[src/rtl/jailbreak_audio_pkg.sv]
// Shared types and helpers for the Jailbreak audio back-end.
// Sample type, full-scale limits and the saturating two-input add used by the mixer.
package jailbreak_audio_pkg;

  localparam int SAMPLE_W = 16;

  typedef logic signed [SAMPLE_W-1:0] sample_t;

  localparam sample_t SAMPLE_MAX = 16'sh7FFF;
  localparam sample_t SAMPLE_MIN = 16'sh8000;

  // One guard bit is enough: disagreement between the top two bits means the sum left range.
  function automatic sample_t sat_add(input sample_t a, input sample_t b);
    logic signed [SAMPLE_W:0] s;
    s = $signed({a[SAMPLE_W-1], a}) + $signed({b[SAMPLE_W-1], b});
    if (s[SAMPLE_W] != s[SAMPLE_W-1])
      return s[SAMPLE_W] ? SAMPLE_MIN : SAMPLE_MAX;
    return s[SAMPLE_W-1:0];
  endfunction

endpackage

[src/rtl/jailbreak_audio_fifo.sv]
// Small synchronous show-ahead FIFO; a push into a full FIFO is dropped.
// The head word is held in a register so it keeps its last value once the FIFO drains.
module jailbreak_audio_fifo #(
  parameter int DATA_W = 16,
  parameter int AW     = 2
) (
  input  logic                     clk,
  input  logic                     rst,
  input  logic                     push,
  input  logic signed [DATA_W-1:0] din,
  input  logic                     pop,
  output logic signed [DATA_W-1:0] dout,
  output logic                     full,
  output logic                     empty,
  output logic [AW:0]              level
);

  localparam logic [AW:0] DEPTH = (AW+1)'(1 << AW);
  localparam logic [AW:0] ONE   = (AW+1)'(1);

  logic signed [DATA_W-1:0] mem [1 << AW];
  logic [AW-1:0] rd_ptr, wr_ptr, rd_nxt;
  logic          push_ok, pop_ok;

  // Full is judged before any same-cycle pop, so a pop never rescues a push into a full FIFO.
  assign full    = (level == DEPTH);
  assign empty   = (level == '0);
  assign push_ok = push && !full;
  assign pop_ok  = pop && !empty;
  assign rd_nxt  = rd_ptr + AW'(1);

  always_ff @(posedge clk) begin
    if (push_ok) mem[wr_ptr] <= din;
  end

  always_ff @(posedge clk) begin
    if (rst) begin
      rd_ptr <= '0;
      wr_ptr <= '0;
      level  <= '0;
      dout   <= '0;
    end else begin
      if (push_ok) wr_ptr <= wr_ptr + AW'(1);
      if (pop_ok)  rd_ptr <= rd_nxt;
      level <= level + (AW+1)'(push_ok) - (AW+1)'(pop_ok);
      // With one entry left, the next head is the word being written this cycle.
      if (empty && push_ok) begin
        dout <= din;
      end else if (pop_ok) begin
        if (level > ONE)  dout <= mem[rd_nxt];
        else if (push_ok) dout <= din;
      end
    end
  end

endmodule

[src/rtl/jailbreak_audio_decim.sv]
// Jailbreak audio back-end: mixes PSG and speech, box-car decimates 384 kHz to 48 kHz,
// and queues the results for the platform sink behind a valid/ready FIFO.
module jailbreak_audio_decim
  import jailbreak_audio_pkg::*;
#(
  parameter int W          = 16,
  parameter int DECIM_LOG2 = 3,
  parameter int FIFO_AW    = 2
) (
  input  logic                clk_49m,
  input  logic                reset,
  input  logic                in_cen,
  input  logic signed [W-1:0] psg_in,
  input  logic signed [W-1:0] speech_in,
  input  logic                mute,
  output logic signed [W-1:0] out_sample,
  output logic                out_valid,
  input  logic                out_ready,
  output logic                overflow,
  output logic [FIFO_AW:0]    level
);

  localparam int ACC_W = W + DECIM_LOG2;

  // Arithmetic shift gives floor division, so -1/8 lands on -1 rather than 0.
  function automatic logic signed [W-1:0] window_avg(input logic signed [ACC_W-1:0] sum);
    logic signed [ACC_W-1:0] q;
    q = sum >>> DECIM_LOG2;
    return q[W-1:0];
  endfunction

  logic signed [W-1:0]     m_p0;
  logic signed [ACC_W-1:0] acc_p0, acc_sum_p0;
  logic [DECIM_LOG2-1:0]   cnt_p0;
  logic                    last_p0;

  logic                    push_p1;
  logic signed [W-1:0]     push_data_p1;

  logic                    fifo_full, fifo_empty;

  // Stage p0: mix, saturate and accumulate one window.
  assign m_p0       = mute ? '0 : sat_add(psg_in, speech_in);
  assign acc_sum_p0 = acc_p0 + $signed({{DECIM_LOG2{m_p0[W-1]}}, m_p0});
  assign last_p0    = &cnt_p0;

  always_ff @(posedge clk_49m) begin
    if (reset) begin
      acc_p0  <= '0;
      cnt_p0  <= '0;
      push_p1 <= 1'b0;
    end else begin
      push_p1 <= in_cen && last_p0;
      if (in_cen) begin
        cnt_p0 <= cnt_p0 + DECIM_LOG2'(1);
        acc_p0 <= last_p0 ? '0 : acc_sum_p0;
      end
    end
  end

  // Stage p1: window result registered for the FIFO push.
  always_ff @(posedge clk_49m) begin
    if (in_cen && last_p0) push_data_p1 <= window_avg(acc_sum_p0);
  end

  always_ff @(posedge clk_49m) begin
    if (reset)                      overflow <= 1'b0;
    else if (push_p1 && fifo_full)  overflow <= 1'b1;
  end

  jailbreak_audio_fifo #(
    .DATA_W (W),
    .AW     (FIFO_AW)
  ) u_fifo (
    .clk   (clk_49m),
    .rst   (reset),
    .push  (push_p1),
    .din   (push_data_p1),
    .pop   (out_ready),
    .dout  (out_sample),
    .full  (fifo_full),
    .empty (fifo_empty),
    .level (level)
  );

  assign out_valid = !fifo_empty;

endmodule

[config.mk]
export PLATFORM = sky130hd
export DESIGN_NAME = jailbreak_audio_decim
export DESIGN_NICKNAME = d
export VERILOG_FILES = /design/src/rtl/jailbreak_audio_pkg.sv /design/src/rtl/jailbreak_audio_fifo.sv /design/src/rtl/jailbreak_audio_decim.sv
export SDC_FILE = /design/constraint.sdc
export NUM_CORES = 1
export LEC_CHECK = 0
export BUFFER_PORTS_ARGS = -buffer_cell sky130_fd_sc_hd__buf_2
export CORE_AREA = 4 4 111 113
export CTS_CLUSTER_SIZE = 28
export DETAILED_ROUTE_END_ITERATION = 8
export DIE_AREA = 0 0 115 117
export GPL_TIMING_DRIVEN = 0
export PLACE_DENSITY = 0.85
export SLEW_MARGIN = 30
export SYNTH_ARGS = -nofsm -noshare
export SYNTH_HDL_FRONTEND = slang
export SYNTH_SLANG_ARGS = --single-unit
[constraint.sdc]
create_clock -name clk_49m -period 6.3 [get_ports clk_49m]
set_clock_uncertainty 0.2 [all_clocks]
set_input_delay 0.945 -clock clk_49m [delete_from_list [all_inputs] [get_ports clk_49m]]
set_output_delay 0.945 -clock clk_49m [all_outputs]
set_load 0.02 [all_outputs]
## Word-level counts from Yosys, hierarchy flattened

Memories as Yosys holds them, arrays and structs flattened.
Index checks and enable logic that the tools add are counted.

- $lt $le $gt $ge: 1
- Add/sub/neg operators: 7
- Mux-type cells: 12
- Equality and inequality tests: 2
- Reductions and logical operators: 12

Operator list:

| operator | count |
|---|---|
| $mux 16 | 8 |
| $add 19x16->19 | 1 |
| $mux 19 | 1 |
| $add 16x16->17 | 1 |
| $logic_and 1x1->1 | 5 |
| $add 2x1->2 const B | 2 |
| $add 3x1->3 | 1 |
| $add 3x1->3 const B | 1 |
| $eq 3x3->1 const B | 1 |
| $gt 3x1->1 const B | 1 |
| $logic_not 3->1 | 1 |
| $mux 1 | 3 |
| $reduce_and 3->1 | 1 |
| $reduce_bool 3->1 | 1 |
| $sub 3x1->3 | 1 |
| $logic_not 1->1 | 2 |
| $reduce_and 2->1 | 1 |
| $reduce_bool 2->1 | 1 |
| $ne 1x1->1 | 1 |

- Bits in writable memories: 64
- Memories kept: 1
- Output and inout bits: 21
- Bits in registers: 63
- Bits of input ports: 37

Memory list:

| memory | depth | width | rd ports | clocked after Yosys merged registers in | wr ports | RTL line | source |
|---|---|---|---|---|---|---|---|
| u_fifo.mem | 4 | 16 | 1 | 0 | 1 | jailbreak_audio_fifo.sv:21 | `logic signed [DATA_W-1:0] mem [1 << AW];` |

## Logic depth before layout (Yosys ltp)

- Depth after elaboration: 7
- Gate-level depth with buffers: 20
- Mapped depth without buffers: 20

## By module

From an unflattened synthesis, not the netlist that was laid out.

- Cells, all modules: 570
- Area total of the unflattened synthesis: 6,737.7 sq um

Modules (own cells, without submodules):

| module | instances | seq. area each (sq um) | area an instance (sq um) | cells an instance |
|---|---|---|---|---|
| jailbreak_audio_fifo | 1 | 2,382.3 | 3,649.8 | 230 |
| jailbreak_audio_decim | 1 | 960.9 | 3,088.0 | 340 |

## Worst setup path after synthesis

Ideal clock, no wire load.

- Path kind: input to register
- Start: input psg_in[5]
- End: register push_data_p1[15] (data pin)
- Stages on the path: 19
- Arrival time: 5,002 ps
- Required time: 5,842 ps
- Slack: 841 ps
- Cells stage by stage: ha_1 a21o_1 a21o_1 a31oi_1 o21ai_1 a221oi_2 xnor2_1 ha_1 nor3b_2 or2_1 ha_1 fa_1 a21o_1 a221oi_2 or4b_1 nand3_1 a21o_2 xnor2_1 xnor2_1

- Cells in the longest elaborated chain, start to end: 6
- Elaborated cells on any way between the ends: 8
- Those cells by class: add/sub: 2; eq/ne: 1; mux: 5

Ends and longest elaborated chain:

| element | RTL line | source |
|---|---|---|
| start: declaration | jailbreak_audio_decim.sv:13 | `input logic signed [W-1:0] psg_in,` |
| $add 16x16->17 (*) | jailbreak_audio_pkg.sv:15 | `s = $signed({a[SAMPLE_W-1], a}) + $signed({b[SAMPLE_W-1], b});` |
| $mux 16 / $ne 1x1->1 (equally long branches) | jailbreak_audio_pkg.sv:17, jailbreak_audio_pkg.sv:16 |  |
| $mux 16 / $mux 1 (equally long branches) | jailbreak_audio_pkg.sv:16 | `if (s[SAMPLE_W] != s[SAMPLE_W-1])` |
| $mux 16 (*) | jailbreak_audio_pkg.sv:18 | `return s[SAMPLE_W-1:0];` |
| $mux 16 (*) | jailbreak_audio_decim.sv:43 | `assign m_p0 = mute ? '0 : sat_add(psg_in, speech_in);` |
| $add 19x16->19 (*) | jailbreak_audio_decim.sv:44 | `assign acc_sum_p0 = acc_p0 + $signed({{DECIM_LOG2{m_p0[W-1]}}, m_p0});` |
| via acc_sum_p0[18] | jailbreak_audio_decim.sv:33 | `logic signed [ACC_W-1:0] acc_p0, acc_sum_p0;` |
| end signal: assignment | jailbreak_audio_decim.sv:63 | `if (in_cen && last_p0) push_data_p1 <= window_avg(acc_sum_p0);` |
| end: declaration | jailbreak_audio_decim.sv:38 | `logic signed [W-1:0] push_data_p1;` |

Mark *: on every way through the listed nets, which the timed path passes. The rest lies on a longest branch. The select of a mux whose other input is x is not followed.
A chain may end at the register's enable or synchronous reset.

## Worst setup path in the final report

Ends and elaborated chain as after synthesis.

==> impl_metrics.toml <==
[run_status]
run_status = "finished, final reports clean"

[worst_hold_path]
hp-class = "reg -> reg"

[finish]
sequential_cell_area_um2 = 3340
design.final.nets = 714
drive_above_1_share_pct = 18.4
multi_input_comb_area_um2 = 3140
area_overhead_of_the_layout_relative_to_synthesis_pct = 15.3
final-instance-count-excl-fill = 784
insertedDiodeCount = 0
layout.cell_area.non_filler_um2 = 7640
fillCellCount = 794

[floorplan]
fp.dieH_um = 117
die_w_um = 115
placementRows = 39
die_area_um2 = 13500
start_util_pct = 58.5
core_area_um2 = 11300
io-pin-count = 58

[placed_design]
portBuffers = 56
place_worst_setup_slack_ps = 178
gp_congestion = 0.893
placedCellCount = 752
place_hpwl_mm = 9.52
placedInstanceArea_um2 = 7090

[cts]
holdBufCountCts = 0
clk-insertion-delay-late_ps = 410
cts.htree.levels = 4
clk_transition_reported_paths_ps = 50
cts_setup_buffers = 0
cts_buffers = 17
cts-root-buf = "clkbuf_16"
cts.repair.resized = 0
cts_buffer_depth = 2
clock_sink_count = 127
tritoncts = "yes"

[routing]
num_vias = 4581
vias_per_cell = 5.84
detailed_route_wl_mm = 13.4
drt-wirelength-per-cell_um = 17.1
initialDrtViolationCount = 314
drt.antenna.violating_nets = 0
drt_drc_violations_left = 0
firstDrtPassIters = 7

[sta]
max_freq_ghz = 0.175
timing_worst_slew_pin_value_ps = 858
finalCriticalPeriod_ps = 5730
timing.final.crit_share_pct = 91.0
drv_slew = 0
setup_viol = 0
finalWorstSetupSlack_ps = 569
tns_ps = 0
final-hold-violation-count = 0
rsz0062_at_grt = "no"
timing.max_slew.rel_slack_pct = 42.4

[critical_path]
slowest_stage_cell_crit_path = "fa_1"
timing.setup.critical_path_class = "in -> reg"
critical_path.max_stage_delay_ps = 410
crit_arrival_ps = 5690
worst-path-max-fanout = 6
startpoint_type = "input pin"
setup.worst_path.end_class = "flop"
endpoint_required_time_on_the_critical_path_ps = 6260
worstPathCellList = "buf_2, ha_1, a21o_1, a21o_1, a31oi_1, o21ai_1, a221oi_2, xnor2_1, ha_1, nor3b_2, or2_1, ha_1, fa_1, a21o_1, a221oi_2, or4b_1, nand3_1, a21o_2, xnor2_1, xnor2_1"

[yosys]
mappedNetlistArea_um2 = 6630
syn-instance-count = 553
syn-mean-instance-area_um2 = 12.0
leading_area_contributor_after_synthesis = "edfxtp_1"
synth_area_leaders = "edfxtp_1 (36%), dfxtp_1 (14%), ha_1 (8.7%)"
synth_fp_nets = 639
synth_seq_cells = 127
synth_ff_type = "edfxtp_1"
asyncSetResetFlopFracSynth_pct = 0
synth.most_common_cell = "edfxtp_1"
synth.yosys.seq_area_share_pct = 50.5
yosysUniqueCellTypes = 56
ys.warnings.count = 0
synth-edff-count = 80
synth_top_cells_by_count = "edfxtp_1 (80), nor2_1 (58), dfxtp_1 (47)"
synth_top_area_share_pct = 36.3

[pwr]
p_int_mw = 2.01
pwr-share-clk_pct = 29.3
power.sequential.fraction_pct = 34.4
switching_share_pct = 34.0
finalPower_mw = 3.04
pd_cells_nw_per_um2 = 399
power.ir.vdd_worst_mv = 0.454
comb_power_share_pct = 36.3
power.static_leakage_nw = 3.04
power.net_switching_mw = 1.04

[global_routing]
grt_pass1_wl_mm = 22.1
grt_overflow_total = 0
grt_use_total_pct = 20.9
grt_antenna_before_repair = 0
grt_pass1_vias = 4685
largest_net_degree_at_the_start_of_global_routing = 18

[flow_run]
max_cap_viol_count = 0
metrics by stage:
step	hold slack [ps]	utilization [%]
floorplan	232	-
global placement	247	62.6
detailed placement	278	62.6
CTS	295	67.5
global route	309	67.5
finish	286	67.5
placed cells by master (no fill, tap or decap), types with 6 or more instances in the layout:
cell	count
nor2b_1	14
xor2_1	9
ha_1	46
o21a_1	11
clkbuf_16	19
a21o_1	18
o21ai_1	6
mux4_2	16
nand3_1	11
o21bai_1	6
a22o_1	6
nand2_1	19
xnor2_1	27
dfxtp_1	47
buf_2	59
inv_1	16
a211oi_1	18
a21oi_1	28
a31oi_1	7
edfxtp_1	80
nor2_1	58
o21ai_0	8
clkbuf_1	20
and2_1	6
nand2b_1	8
mux2i_1	19
layer usage:
metal / vias to the layer above / track usage (%) / part of all wire, %
met2: 154 / 37.7 / 52
met3: 23 / 3.86 / 5.3
li1: 2215 / - / -
met5: - / 0 / 0
met1: 2189 / 24.7 / 41
met4: 0 / 8.76 / 1.7
cell type report:
| cell class | count | share of cell area, % |
|---|---|---|
| clock buffers | 26 | 6.83 |
| clock inverters | 6 | 0.410 |
| well taps | 143 | 2.34 |
| flip-flops and latches | 127 | 43.8 |
| multi-input cells | 389 | 41.1 |
| plain buffers | 21 | 1.13 |
| inverters | 16 | 0.786 |
| repair buffers | 56 | 3.67 |
sequential cells by signal, indices dropped and copies added, names as in the netlist:
signal,cells
u_fifo.dout,16
push_data_p1,16
push_p1,1
u_fifo.wr_ptr,2
acc_p0,19
u_fifo.rd_ptr,2
cnt_p0,3
u_fifo.level,3
overflow,1
u_fifo.mem,64
worst paths after layout:
kind	startpoint	endpoint	slack (ps)	depth (start not counted)
max	psg_in[5]	push_data_p1[15]$_DFFE_PP_	570	20
max reg2reg	acc_p0[0]$_SDFFE_PP0P_	push_data_p1[15]$_DFFE_PP_	3480	9
min reg2reg	overflow$_SDFFE_PP0P_	overflow$_SDFFE_PP0P_	290	2
min	overflow$_SDFFE_PP0P_	overflow$_SDFFE_PP0P_	290	2
power by group through the flow:
stage / sequential [mW] / combinational [mW] / clock, mW
after floorplan: 1.13 / 0.754 / 0
after global placement: 1.06 / 1.05 / 0
after detailed placement: 1.06 / 1.09 / 0
after CTS: 1.05 / 1.11 / 0.902
after global routing: 1.06 / 1.22 / 0.944
final: 1.05 / 1.11 / 0.891
worst max-delay path: cells and delay by family:
| kind | cells | cell delay, ps |
|---|---|---|
| adders and majority gates | 4 | 1320 |
| AOI/OAI and AO/OA | 8 | 2080 |
| buffers and inverters | 1 | 100 |
| xor gates and xnor gates | 3 | 440 |
| and+or+nand+nor | 4 | 790 |
kinds of logic after synthesis:
kind of cell               count (synthesis)  synth area share [%]
muxes                                     36                  8.48
buffers and inverters                     37                  2.21
and+or+nand+nor                          137                  10.2
AOI/OAI and AO/OA                        131                  14.3
xor gates and xnor gates                  36                  4.76
DFF                                      127                  50.5
adders and majority gates                 49                  9.59
Note: power is estimated with default switching activity, not from simulation.
